### src/rtl/muldiv_pkg.sv
// Shared definitions for the multi-cycle multiply/divide sequencer.
package muldiv_pkg;

   localparam int MULDIV_WIDTH = 32;
   localparam int MULDIV_CNT_W = $clog2(MULDIV_WIDTH);

   typedef enum logic [2:0] {
      IDLE = 3'd0,
      MULT = 3'd1,
      DIV  = 3'd2,
      FIX  = 3'd3,
      DONE = 3'd4
   } state_t;

   // Width of an iteration counter that must hold values 0..w-1.
   function automatic int cnt_width(input int w);
      return (w > 1) ? $clog2(w) : 1;
   endfunction

endpackage

### src/rtl/muldiv_iter_counter.sv
// Loadable down-counter that paces the WIDTH iterations of a multiply or divide.
module muldiv_iter_counter
   import muldiv_pkg::*;
#(
   parameter int CW = MULDIV_CNT_W
) (
   input  logic          clk,
   input  logic          reset,
   input  logic          load,
   input  logic [CW-1:0] load_value,
   input  logic          dec,
   output logic [CW-1:0] count,
   output logic          terminal
);

   always_ff @(posedge clk or posedge reset) begin
      if (reset) begin
         count <= '0;
      end else if (load) begin
         count <= load_value;
      end else if (dec && (count != '0)) begin
         count <= count - 1'b1;
      end
   end

   assign terminal = (count == '0);

endmodule

### src/rtl/muldiv_sequencer.sv
// Signed Booth multiply / restoring divide sequencer feeding the Hi/Lo registers.
// Optional build macro MULDIV_UNSIGNED_EN adds op_unsigned for multu/divu.
module muldiv_sequencer
   import muldiv_pkg::*;
#(
   parameter int WIDTH = MULDIV_WIDTH
) (
   input  logic             clk,
   input  logic             reset,
   input  logic             mult_start,
   input  logic             div_start,
   input  logic [WIDTH-1:0] op_a,
   input  logic [WIDTH-1:0] op_b,
`ifdef MULDIV_UNSIGNED_EN
   input  logic             op_unsigned,
`endif
   output logic             busy,
   output logic             done,
   output logic             hilo_write,
   output logic             div_zero,
   output logic [WIDTH-1:0] hi_out,
   output logic [WIDTH-1:0] lo_out,
   output logic [2:0]       dbg_state
);

   localparam int CW = cnt_width(WIDTH);
   localparam logic [CW-1:0] LAST_COUNT = CW'(WIDTH - 1);

   state_t state, next_state;

   logic accept_mult, accept_div, accept_zero;
   logic step, terminal, uns_in;
   logic [CW-1:0] count;

   // acc is the upper half of the product (one guard bit) or the remainder;
   // lo_q is the multiplier/low product or the dividend/quotient.
   logic [WIDTH:0]   acc;
   logic [WIDTH-1:0] lo_q;
   logic             qm1;
   logic [WIDTH:0]   mcand;
   logic [WIDTH-1:0] divisor;
   logic             is_div, is_uns, neg_q, neg_r;

   logic [WIDTH:0]   booth_sum;
   logic             shift_in;
   logic [WIDTH:0]   shifted;
   logic [WIDTH+1:0] trial;
   logic             restore;
   logic [WIDTH-1:0] fix_hi, fix_lo;
   logic [WIDTH-1:0] mag_a, mag_b;

`ifdef MULDIV_UNSIGNED_EN
   assign uns_in = op_unsigned;
`else
   assign uns_in = 1'b0;
`endif

   assign dbg_state = state;
   assign step      = (state == MULT) || (state == DIV);

   muldiv_iter_counter #(.CW(CW)) u_counter (
      .clk        (clk),
      .reset      (reset),
      .load       (accept_mult | accept_div),
      .load_value (LAST_COUNT),
      .dec        (step),
      .count      (count),
      .terminal   (terminal)
   );

   always_ff @(posedge clk or posedge reset) begin
      if (reset) begin
         state <= IDLE;
      end else begin
         state <= next_state;
      end
   end

   always_comb begin
      next_state  = state;
      accept_mult = 1'b0;
      accept_div  = 1'b0;
      accept_zero = 1'b0;
      case (state)
         IDLE: begin
            if (mult_start) begin
               next_state  = MULT;
               accept_mult = 1'b1;
            end else if (div_start) begin
               if (op_b != '0) begin
                  next_state = DIV;
                  accept_div = 1'b1;
               end else begin
                  next_state  = DONE;
                  accept_zero = 1'b1;
               end
            end
         end
         MULT, DIV: begin
            if (terminal) next_state = FIX;
         end
         FIX:     next_state = DONE;
         DONE:    next_state = IDLE;
         default: next_state = IDLE;
      endcase
   end

   always_ff @(posedge clk or posedge reset) begin
      if (reset) begin
         busy       <= 1'b0;
         done       <= 1'b0;
         hilo_write <= 1'b0;
         div_zero   <= 1'b0;
      end else begin
         busy       <= (next_state != IDLE);
         done       <= (next_state == DONE);
         hilo_write <= (next_state == DONE) && !accept_zero;
         div_zero   <= accept_zero;
      end
   end

   // Booth step: unsigned mode degenerates to plain shift-add with a logical shift.
   always_comb begin
      booth_sum = acc;
      if (is_uns) begin
         if (lo_q[0]) booth_sum = acc + mcand;
      end else begin
         case ({lo_q[0], qm1})
            2'b01:   booth_sum = acc + mcand;
            2'b10:   booth_sum = acc - mcand;
            default: booth_sum = acc;
         endcase
      end
      shift_in = is_uns ? 1'b0 : booth_sum[WIDTH];
   end

   assign shifted = {acc[WIDTH-1:0], lo_q[WIDTH-1]};
   assign trial   = {1'b0, shifted} - {2'b00, divisor};
   assign restore = trial[WIDTH+1];

   assign mag_a = op_a[WIDTH-1] ? -op_a : op_a;
   assign mag_b = op_b[WIDTH-1] ? -op_b : op_b;

   always_comb begin
      fix_hi = acc[WIDTH-1:0];
      fix_lo = lo_q;
      if (is_div) begin
         if (neg_r) fix_hi = -acc[WIDTH-1:0];
         if (neg_q) fix_lo = -lo_q;
      end
   end

   always_ff @(posedge clk or posedge reset) begin
      if (reset) begin
         acc     <= '0;
         lo_q    <= '0;
         qm1     <= 1'b0;
         mcand   <= '0;
         divisor <= '0;
         is_div  <= 1'b0;
         is_uns  <= 1'b0;
         neg_q   <= 1'b0;
         neg_r   <= 1'b0;
         hi_out  <= '0;
         lo_out  <= '0;
      end else if (accept_mult) begin
         acc    <= '0;
         lo_q   <= op_b;
         qm1    <= 1'b0;
         mcand  <= uns_in ? {1'b0, op_a} : {op_a[WIDTH-1], op_a};
         is_div <= 1'b0;
         is_uns <= uns_in;
         neg_q  <= 1'b0;
         neg_r  <= 1'b0;
      end else if (accept_div) begin
         acc     <= '0;
         lo_q    <= uns_in ? op_a : mag_a;
         divisor <= uns_in ? op_b : mag_b;
         is_div  <= 1'b1;
         is_uns  <= uns_in;
         neg_q   <= !uns_in && (op_a[WIDTH-1] ^ op_b[WIDTH-1]);
         neg_r   <= !uns_in && op_a[WIDTH-1];
      end else if (state == MULT) begin
         acc  <= {shift_in, booth_sum[WIDTH:1]};
         lo_q <= {booth_sum[0], lo_q[WIDTH-1:1]};
         qm1  <= lo_q[0];
      end else if (state == DIV) begin
         // The remainder stays below the divisor, so bit WIDTH of acc is always 0 here.
         acc  <= restore ? shifted : trial[WIDTH:0];
         lo_q <= {lo_q[WIDTH-2:0], ~restore};
      end else if (state == FIX) begin
         hi_out <= fix_hi;
         lo_out <= fix_lo;
      end
   end

endmodule

### config.mk
export PLATFORM = sky130hd
export DESIGN_NAME = muldiv_sequencer
export DESIGN_NICKNAME = d
export VERILOG_FILES = /design/src/rtl/muldiv_pkg.sv /design/src/rtl/muldiv_iter_counter.sv /design/src/rtl/muldiv_sequencer.sv
export SDC_FILE = /design/constraint.sdc
export NUM_CORES = 1
export LEC_CHECK = 0
export BUFFER_PORTS_ARGS = -buffer_cell sky130_fd_sc_hd__buf_2
export CAP_MARGIN = 20
export CORE_UTILIZATION = 62
export CTS_CLUSTER_DIAMETER = 120
export DETAILED_ROUTE_END_ITERATION = 10
export PLACE_DENSITY = 0.83
export SLEW_MARGIN = 5
export SYNTH_ARGS = -nofsm -noshare
export SYNTH_HDL_FRONTEND = slang
export SYNTH_SLANG_ARGS = --single-unit
### constraint.sdc
create_clock -name clk -period 10.8 [get_ports clk]
set_input_delay 3.24 -clock clk [delete_from_list [all_inputs] [get_ports clk]]
set_output_delay 3.24 -clock clk [all_outputs]
set_load 0.01 [all_outputs]
==> results.json, run 1 <==
{
  "ys_async_sr_fraction": 1.00,
  "grtUsageTotal": 0.386,
  "gp_congestion": 1.00,
  "crit_family": "simple AND/OR/NAND/NOR gates",
  "vias_per_cell": 6.41,
  "drt-total-wl_mm": 51.0,
  "crit_fanout": 45,
  "cts_buffer_depth": 3,
  "detail_route.wl_per_cell_um": 20.6,
  "worstMarginPinSlew_ns": 1.04,
  "end_kind": "flop",
  "drc_errors": 0,
  "reg2reg_slack_ns": 5.57,
  "clk_pin_slew_worst_paths_ns": 0.06,
  "status": "completed",
  "crit_path_start_kind": "input port",
  "crit_type": "input port to flop",
  "post_cts_buffers": 0,
  "synth-xor-area-share": 0.109,
  "netlist_area_mm2": 0.0161,
  "htree_levels": 1,
  "yosysMostFrequentCell": "nand2_1",
  "fin_crit_sh": 0.643,
  "slowest_delay_ns": 0.63,
  "synth-compound-area-share": 0.241,
  "r2r_cells": 16,
  "clock.fmax_mhz": 144,
  "synthTopCellsByArea": "dfrtp_1 (32%), nand2_1 (9.0%), xnor2_1 (8.1%)",
  "area_growth_syn_to_layout_pct": 10.2,
  "fp.dieH_um": 163,
  "fin_crit_ns": 6.94,
  "syn-num-nets": 2212,
  "synth-simple-area-share": 0.207,
  "numClockSinks": 209,
  "port_buffers": 138,
  "worstPathRequired_ns": 11.20,
  "grt_pass1_wl_mm": 79.6,
  "globalRouteOverflowTotal": 0,
  "worstPathArrival_ns": 7.34,
  "synth-seq-area-share": 0.325,
  "ctsHoldBuffers": 0,
  "cp_num_buf_inv": 1,
  "cts_root_buffer": "clkbuf_16",
  "ys.flop_type": "dfrtp_1",
  "timing.final.ws_setup_ns": 3.86,
  "synthAdderAreaFrac": 0.0577,
  "core_mm2": 0.0253,
  "cp.depth": 10,
  "hold_viol_final": 0,
  "fp.dieW_um": 163,
  "hpwl_mm": 38.8,
  "cap_violations": 0,
  "ys_top_cells_by_count": "nand2_1 (386), o21ai_0 (212), dfrtp_1 (209)",
  "grt_pass1_vias": 14600,
  "ctsResizeCount": 0,
  "syn_area_per_cell_um2": 7.77,
  "clock_latency_ns": 0.53,
  "setup_violations": 0,
  "drt-pass1-iter-count": 5,
  "synth_top_area_share": 0.325,
  "drive_gt1_frac": 0.107,
  "synth_edf_count": 0,
  "cts_tree": "built",
  "antenna_found_initial": 0,
  "nNetsFinal": 2274,
  "endpoint": "lo_q[21]$_DFFE_PP0P_",
  "io_pins": 139,
  "slowest_stage": "nand2_2",
  "ys_types": 72,
  "slew_viol_final": 0,
  "pre_cts_ws_ns": 3.52,
  "finalSetupTns_ns": 0,
  "ys_warn_count": 0,
  "n_antenna_cell": 0,
  "grt_max_degree": 132,
  "crit_chain": "buf_2 -> or4_1 -> nor3_1 -> nand4_1 -> or3_1 -> o31a_4 -> nor2_4 -> nand2_2 -> o21ai_0 -> nor2_1",
  "drtIter0Drc": 1856,
  "ys_seq_elements": 209,
  "num_rows": 58,
  "cts_buffers": 25,
  "hp-class": "flop to flop",
  "yosys.area.top_type": "dfrtp_1",
  "initial_utilization": 0.636,
  "rsz0062_at_grt": "no",
  "r2r-end": "acc[32]$_DFFE_PP0P_",
  "relSlewSlack": 0.298,
  "startpoint": "op_b[6]",
  "clock_skew_ns": 0.0127,
  "r2r-start": "mcand[2]$_DFFE_PP0P_",
  "synthCells": 2071,
  "synth_mux_area_frac": 0.0109,
  "die_area_mm2": 0.0266,
  "ant_nets": 0,
  "vias": 15900,
  "synth_top_family_by_area": "compound AO/OA/AOI/OAI gates"
}
[worst min-delay path by stage]
stage | from | end | cells past startpoint
after floorplan | divisor[10]$_DFFE_PP0P_ | divisor[10]$_DFFE_PP0P_ | 2
after global placement | hi_out[7]$_DFFE_PP0P_ | hi_out[7]$_DFFE_PP0P_ | 2
after detailed placement | hi_out[31]$_DFFE_PP0P_ | hi_out[31]$_DFFE_PP0P_ | 2
after CTS | hi_out[31]$_DFFE_PP0P_ | hi_out[31]$_DFFE_PP0P_ | 2
after global routing | lo_out[5]$_DFFE_PP0P_ | lo_out[5]$_DFFE_PP0P_ | 2
final | hi_out[7]$_DFFE_PP0P_ | hi_out[7]$_DFFE_PP0P_ | 2
[worst register-to-register path: cells and delay by family, from the launching register on]
family / cells / cell delay (ns)
fa+ha+maj: 1 / 0.39
compound gates: 5 / 1.16
xor+xnor: 2 / 0.33
flops: 1 / 0.44
simple gates: 8 / 2.86
[metal layers]
metal	vias up	share of wire	global-route usage
li1	7450	-	-
met4	0	0.045	0.163
met3	118	0.11	0.0848
met2	836	0.43	0.570
met5	-	0	0
met1	7503	0.41	0.543
[flip-flops by register name, summed over array words and instances, names as in the netlist]
name and flops:
neg_r 1, lo_out 32, done 1, u_counter.count 5
dbg_state 3, hilo_write 1, mcand 32, lo_q 32
is_div 1, divisor 32, neg_q 1, qm1 1
div_zero 1, acc 33, hi_out 32, busy 1
[stage by stage]
step | utilization | cells | hold slack (ns) | cell area [um^2]
floorplan | - | 2071 | 0.450 | 16100
global placement | 0.666 | 2435 | 0.459 | 16900
detailed placement | 0.666 | 2435 | 0.466 | 16900
CTS | 0.699 | 2479 | 0.479 | 17700
global route | 0.701 | 2480 | 0.495 | 17700
finish | 0.701 | 2480 | 0.474 | 17700
[cells by family (layout without fill, tap and decap cells)]
family / Yosys count / after routing
AO/OA/AOI/OAI: 621 / 621
XOR/XNOR: 201 / 201
adder cells (fa/ha/maj): 73 / 73
buffers and inverters: 201 / 280
flip-flops: 209 / 209
multiplexers: 17 / 17
AND/OR/NAND/NOR: 749 / 749
[cell type report]
| class | instances | area, um^2 |
|---|---|---|
| Sequential cell | 209 | 5230 |
| Clock buffer | 35 | 723 |
| Tap cell | 330 | 413 |
| Clock inverter | 9 | 128 |
| Timing Repair Buffer | 156 | 846 |
| Fill cell | 2055 | 7580 |
| Multi-Input combinational cell | 1661 | 10100 |
| Inverter | 80 | 308 |
[placed cells by master (no fill, tap or decap), drive strengths merged, types with 10 or more instances in the layout]
cell,synthesis,routed
dfrtp,209,209
nand4,13,13
o41ai,17,17
nand2,387,387
a21o,19,19
a32o,15,15
o21ai,212,212
mux2i,13,13
a21oi,146,146
nor3,40,40
o21a,13,13
nand2b,17,17
a31oi,37,37
nor4,17,17
xor2,52,52
clkbuf,105,35
nor2b,10,10
o31ai,27,27
a211oi,14,14
nor2,138,138
nand3,48,48
o211ai,46,46
xnor2,149,149
ha,71,71
or3,18,18
buf,16,156
inv,80,82
or4,11,11
and2,18,18
Power of run 1 is left out: the tool's default activity adds up to more than one toggle a clock period on the data nets, which glitch-free logic cannot reach.
==> run 2, diff against run 1 <==
--- a/config.mk
+++ b/config.mk
@@ -7,10 +7,10 @@
 export LEC_CHECK = 0
 export BUFFER_PORTS_ARGS = -buffer_cell sky130_fd_sc_hd__buf_2
 export CAP_MARGIN = 20
-export CORE_UTILIZATION = 62
+export CORE_UTILIZATION = 56
 export CTS_CLUSTER_DIAMETER = 120
 export DETAILED_ROUTE_END_ITERATION = 10
-export PLACE_DENSITY = 0.83
+export PLACE_DENSITY = 0.8
 export SLEW_MARGIN = 5
 export SYNTH_ARGS = -nofsm -noshare
 export SYNTH_HDL_FRONTEND = slang
==> constraint.sdc (replaced) <==
create_clock -name clk -period 6.35 [get_ports clk]
set_input_delay 1.905 -clock clk [delete_from_list [all_inputs] [get_ports clk]]
set_output_delay 1.905 -clock clk [all_outputs]
set_load 0.01 [all_outputs]
==> results.json, run 2 (same netlist as run 1, synthesis figures left out) <==
{
  "final_cell_mix": "nand2_1 (385), o21ai_0 (212), dfrtp_1 (209)",
  "setup_violations": 0,
  "grt_pass1_vias": 14400,
  "finalSetupTns_ns": 0,
  "io_pins": 139,
  "slew_viol_final": 0,
  "gp_congestion": 0.981,
  "hp-class": "flop to flop",
  "port_buffers": 138,
  "vias_per_cell": 6.26,
  "drtIter0Drc": 1421,
  "hold_viol_final": 0,
  "status": "completed",
  "r2r-start": "mcand[2]$_DFFE_PP0P_",
  "die_area_mm2": 0.0294,
  "hpwl_mm": 40.3,
  "final_core_util": 0.640,
  "vias": 15900,
  "drc_errors": 0,
  "cts_buffers": 25,
  "globalRouteOverflowTotal": 0,
  "cap_violations": 0,
  "regMostFlops": "acc",
  "pre_cts_ws_ns": 0.938,
  "hp-start": "hi_out[12]$_DFFE_PP0P_",
  "cts_tree": "built",
  "min_path_cells": 2,
  "clk_pin_slew_worst_paths_ns": 0.06,
  "fin_crit_sh": 0.781,
  "numClockSinks": 209,
  "cts_buffer_depth": 3,
  "end_kind": "flop",
  "grt_pass1_wl_mm": 80.2,
  "fin_crit_ns": 4.96,
  "detail_route.wl_per_cell_um": 20.5,
  "fp.dieH_um": 172,
  "clock.fmax_mhz": 202,
  "n_antenna_cell": 0,
  "startpoint": "op_b[6]",
  "clock_latency_ns": 0.53,
  "ctsHoldBuffers": 0,
  "ctsResizeCount": 0,
  "largest_reg_flops": 33,
  "cts_root_buffer": "clkbuf_16",
  "drive_gt1_frac": 0.112,
  "fin_worst_hold_slack_ns": 0.470,
  "grt_max_degree": 137,
  "post_cts_buffers": 0,
  "reg2reg_slack_ns": 1.62,
  "htree_levels": 1,
  "relSlewSlack": 0.329,
  "antenna_found_initial": 2,
  "crit_path_start_kind": "input port",
  "r2r_cells": 17,
  "crit_type": "input port to flop",
  "grtUsageTotal": 0.354,
  "drt-total-wl_mm": 52.1,
  "fp.dieW_um": 172,
  "worstPathRequired_ns": 6.74,
  "nNetsFinal": 2283,
  "timing.final.ws_setup_ns": 1.39,
  "fill_cells": 2509,
  "final_common_cell": "nand2_1",
  "area_growth_syn_to_layout_pct": 11.4,
  "worstMarginPinSlew_ns": 1.01,
  "core_mm2": 0.0280,
  "initial_utilization": 0.575,
  "ant_nets": 0,
  "drt-pass1-iter-count": 5,
  "clock_skew_ns": 0.0124,
  "crit_fanout": 33,
  "num_rows": 61,
  "worstPathArrival_ns": 5.35,
  "rsz0062_at_grt": "no"
}
==> run 2: changes by cell type in the layout (fill, tap and decap cells not counted) <==
cell        change
buf_4           +8
clkbuf_1        -3
clkinv_2        -3
buf_12          +2
clkbuf_8        +2
clkinv_4        +2
clkinvlp_4      +2
buf_16          -1
bufinv_16       +1
==> run 2: routing by layer <==
layer	wire length, um	share of wire	GRT usage
met5	23	0.00044	0
met4	1700	0.033	0.113
met3	5610	0.11	0.101
met2	22600	0.43	0.534
met1	22100	0.42	0.485
==> run 2: cell type report <==
type,count,area [um^2],share of cell area
tap,378,473,0.0264
inverter,80,304,0.0169
timing repair buffer,165,918,0.0512
clock inverter,11,179,0.00997
multi-input combinational,1661,10100,0.563
clock buffer,34,739,0.0412
sequential,209,5230,0.292
==> run 2: critical path, cell delays in order <==
cell and delay, ns:
buf_2 0.13, or4_1 0.57, nor3_1 0.42, nand4_1 0.38, or3_1 0.55, o31a_4 0.46, nor2_4 0.14, nand2_2 0.22
buf_4 0.34, nor2_1 0.15, a31oi_1 0.05
==> run 2: final timing paths <==
path	endpoint
min	hi_out[12]$_DFFE_PP0P_
min in group asynchronous	lo_q[21]$_DFFE_PP0P_
max	lo_q[8]$_DFFE_PP0P_
min reg2reg	hi_out[12]$_DFFE_PP0P_
max reg2reg	acc[32]$_DFFE_PP0P_
max in group asynchronous	mcand[9]$_DFFE_PP0P_
==> run 2: stage by stage <==
step / std cells / instance area, um^2
3_3_place_gp: 2493 / 17000
4_1_cts: 2538 / 17900
3_5_place_dp: 2493 / 17000
6_report: 2538 / 17900
5_1_grt: 2538 / 17900
2_1_floorplan: 2071 / 16100
Power of run 2 is left out for the same reason.
==> run 3, diff against run 2 <==
==> constraint.sdc (replaced) <==
create_clock -name clk -period 4 [get_ports clk]
set_input_delay 1.2 -clock clk [delete_from_list [all_inputs] [get_ports clk]]
set_output_delay 1.2 -clock clk [all_outputs]
set_load 0.01 [all_outputs]
==> results.json, run 3 (same netlist as run 1, synthesis figures left out) <==
{
  "initial_utilization": 0.575,
  "largest_reg_flops": 33,
  "fp.dieH_um": 172,
  "clock.fmax_mhz": 253,
  "grt_max_degree": 169,
  "drt-pass1-iter-count": 6,
  "grt_pass1_vias": 15300,
  "globalRouteOverflowTotal": 0,
  "cap_violations": 0,
  "timing.final.ws_setup_ns": 0.0501,
  "ant_nets": 0,
  "worstPathArrival_ns": 4.39,
  "clk_pin_slew_worst_paths_ns": 0.06,
  "drt-total-wl_mm": 55.4,
  "htree_levels": 1,
  "grtUsageTotal": 0.374,
  "fp.dieW_um": 172,
  "drive_gt1_frac": 0.182,
  "grt_pass1_wl_mm": 84.5,
  "crit_chain": "nor3_4 -> and3_4 -> and2_4 -> nor4b_4 -> buf_4 -> nor2_2 -> xnor2_1 -> ha_1 -> nand4_1 -> nor2_2 -> nand2_1 -> o21a_1 -> a22o_1 -> buf_4 -> o41ai_4 -> xnor2_1 -> o21ai_1 -> a32o_2",
  "vias": 16400,
  "numClockSinks": 209,
  "drc_errors": 0,
  "num_rows": 61,
  "hpwl_mm": 42.8,
  "clock_latency_ns": 0.55,
  "cts_root_buffer": "clkbuf_16",
  "cts_buffers": 25,
  "hp-class": "flop to flop",
  "fin_crit_ns": 3.95,
  "cts_tree": "built",
  "pre_cts_ws_ns": -0.228,
  "cts_buffer_depth": 3,
  "gp_congestion": 1.00,
  "crit_path_start_kind": "flop",
  "status": "completed",
  "final_cell_mix": "nand2_1 (384), dfrtp_1 (209), o21ai_0 (202)",
  "end_kind": "flop",
  "slew_viol_final": 0,
  "final_common_cell": "nand2_1",
  "crit_type": "flop to flop",
  "die_area_mm2": 0.0294,
  "slowest_stage": "dfrtp_1",
  "rsz0062_at_grt": "yes",
  "ctsHoldBuffers": 0,
  "antenna_found_initial": 1,
  "slowest_delay_ns": 0.41,
  "detail_route.wl_per_cell_um": 20.7,
  "relSlewSlack": 0.314,
  "hold_viol_final": 0,
  "fin_worst_hold_slack_ns": 0.473,
  "crit_family": "simple AND/OR/NAND/NOR gates",
  "worstMarginPinSlew_ns": 1.03,
  "vias_per_cell": 6.14,
  "n_antenna_cell": 0,
  "cp_num_buf_inv": 2,
  "fin_crit_sh": 0.987,
  "clock_skew_ns": 0.0137,
  "nNetsFinal": 2425,
  "io_pins": 139,
  "finalSetupTns_ns": 0,
  "setup_violations": 0,
  "regMostFlops": "acc",
  "port_buffers": 138,
  "core_mm2": 0.0280,
  "worstPathRequired_ns": 4.44,
  "area_growth_syn_to_layout_pct": 19.5,
  "crit_fanout": 5,
  "final_core_util": 0.687,
  "drtIter0Drc": 1734
}
==> run 3: cell count changes in the layout (fill, tap and decap cells not counted), moves of 4 or more <==
cell and delta:
a21oi_1 -8, a21oi_2 +8, buf_12 +4, buf_4 +137, clkbuf_1 +4, clkbuf_8 -4, nor3_1 -4, o21ai_0 -10
o21ai_1 +6, o21ai_2 +4
==> run 3: area by class of cell <==
class | instances | area (um^2)
multi-input combinational | 1661 | 10300
fill | 2406 | 8770
clock inverter | 11 | 169
timing repair buffer | 307 | 2040
tap | 378 | 473
sequential | 209 | 5230
inverter | 80 | 304
clock buffer | 34 | 699
==> run 3: final timing paths <==
path | start | end | slack (ns) | cells past startpoint
hold / removal | lo_out[19]$_DFFE_PP0P_ | lo_out[19]$_DFFE_PP0P_ | 0.47 | 2
min in group asynchronous | reset | u_counter.count[1]$_DFFE_PP0P_ | 0.85 | 3
max in group asynchronous | reset | mcand[2]$_DFFE_PP0P_ | 2.30 | 3
setup / recovery | mcand[4]$_DFFE_PP0P_ | acc[29]$_DFFE_PP0P_ | 0.05 | 18
setup reg to reg | mcand[4]$_DFFE_PP0P_ | acc[29]$_DFFE_PP0P_ | 0.05 | 18
hold reg to reg | lo_out[19]$_DFFE_PP0P_ | lo_out[19]$_DFFE_PP0P_ | 0.47 | 2
==> run 3: worst reg2reg max path, delay by kind of cell, from the launching register on <==
family / cells / cell delay (ns)
AOI/OAI and AO/OA: 5 / 1.05
xor gates and xnor gates: 2 / 0.30
adders and majority gates: 1 / 0.39
buffers and inverters: 2 / 0.36
DFF: 1 / 0.41
and+or+nand+nor: 8 / 1.34
==> run 3: repair_timing <==
item,CTS,global route
gates resized for setup,7,48
setup endpoints to repair,5,16
gates cloned,0,0
buffers inserted,2,5
pin swaps,5,37
hold endpoints to repair,0,0
==> run 3: layer usage <==
layer  GRT usage  part of all wire
met2       0.556              0.43
met3      0.0978              0.11
met1       0.511              0.42
met4       0.156             0.043
met5           0           0.00023
==> run 3: through the flow <==
| step | instance area [um^2] | instances |
|---|---|---|
| after floorplan | 16100 | 2071 |
| after global placement | 18100 | 2627 |
| after detailed placement | 18100 | 2627 |
| after CTS | 19000 | 2674 |
| after global routing | 19200 | 2680 |
| final | 19200 | 2680 |
Power of run 3 is left out for the same reason.
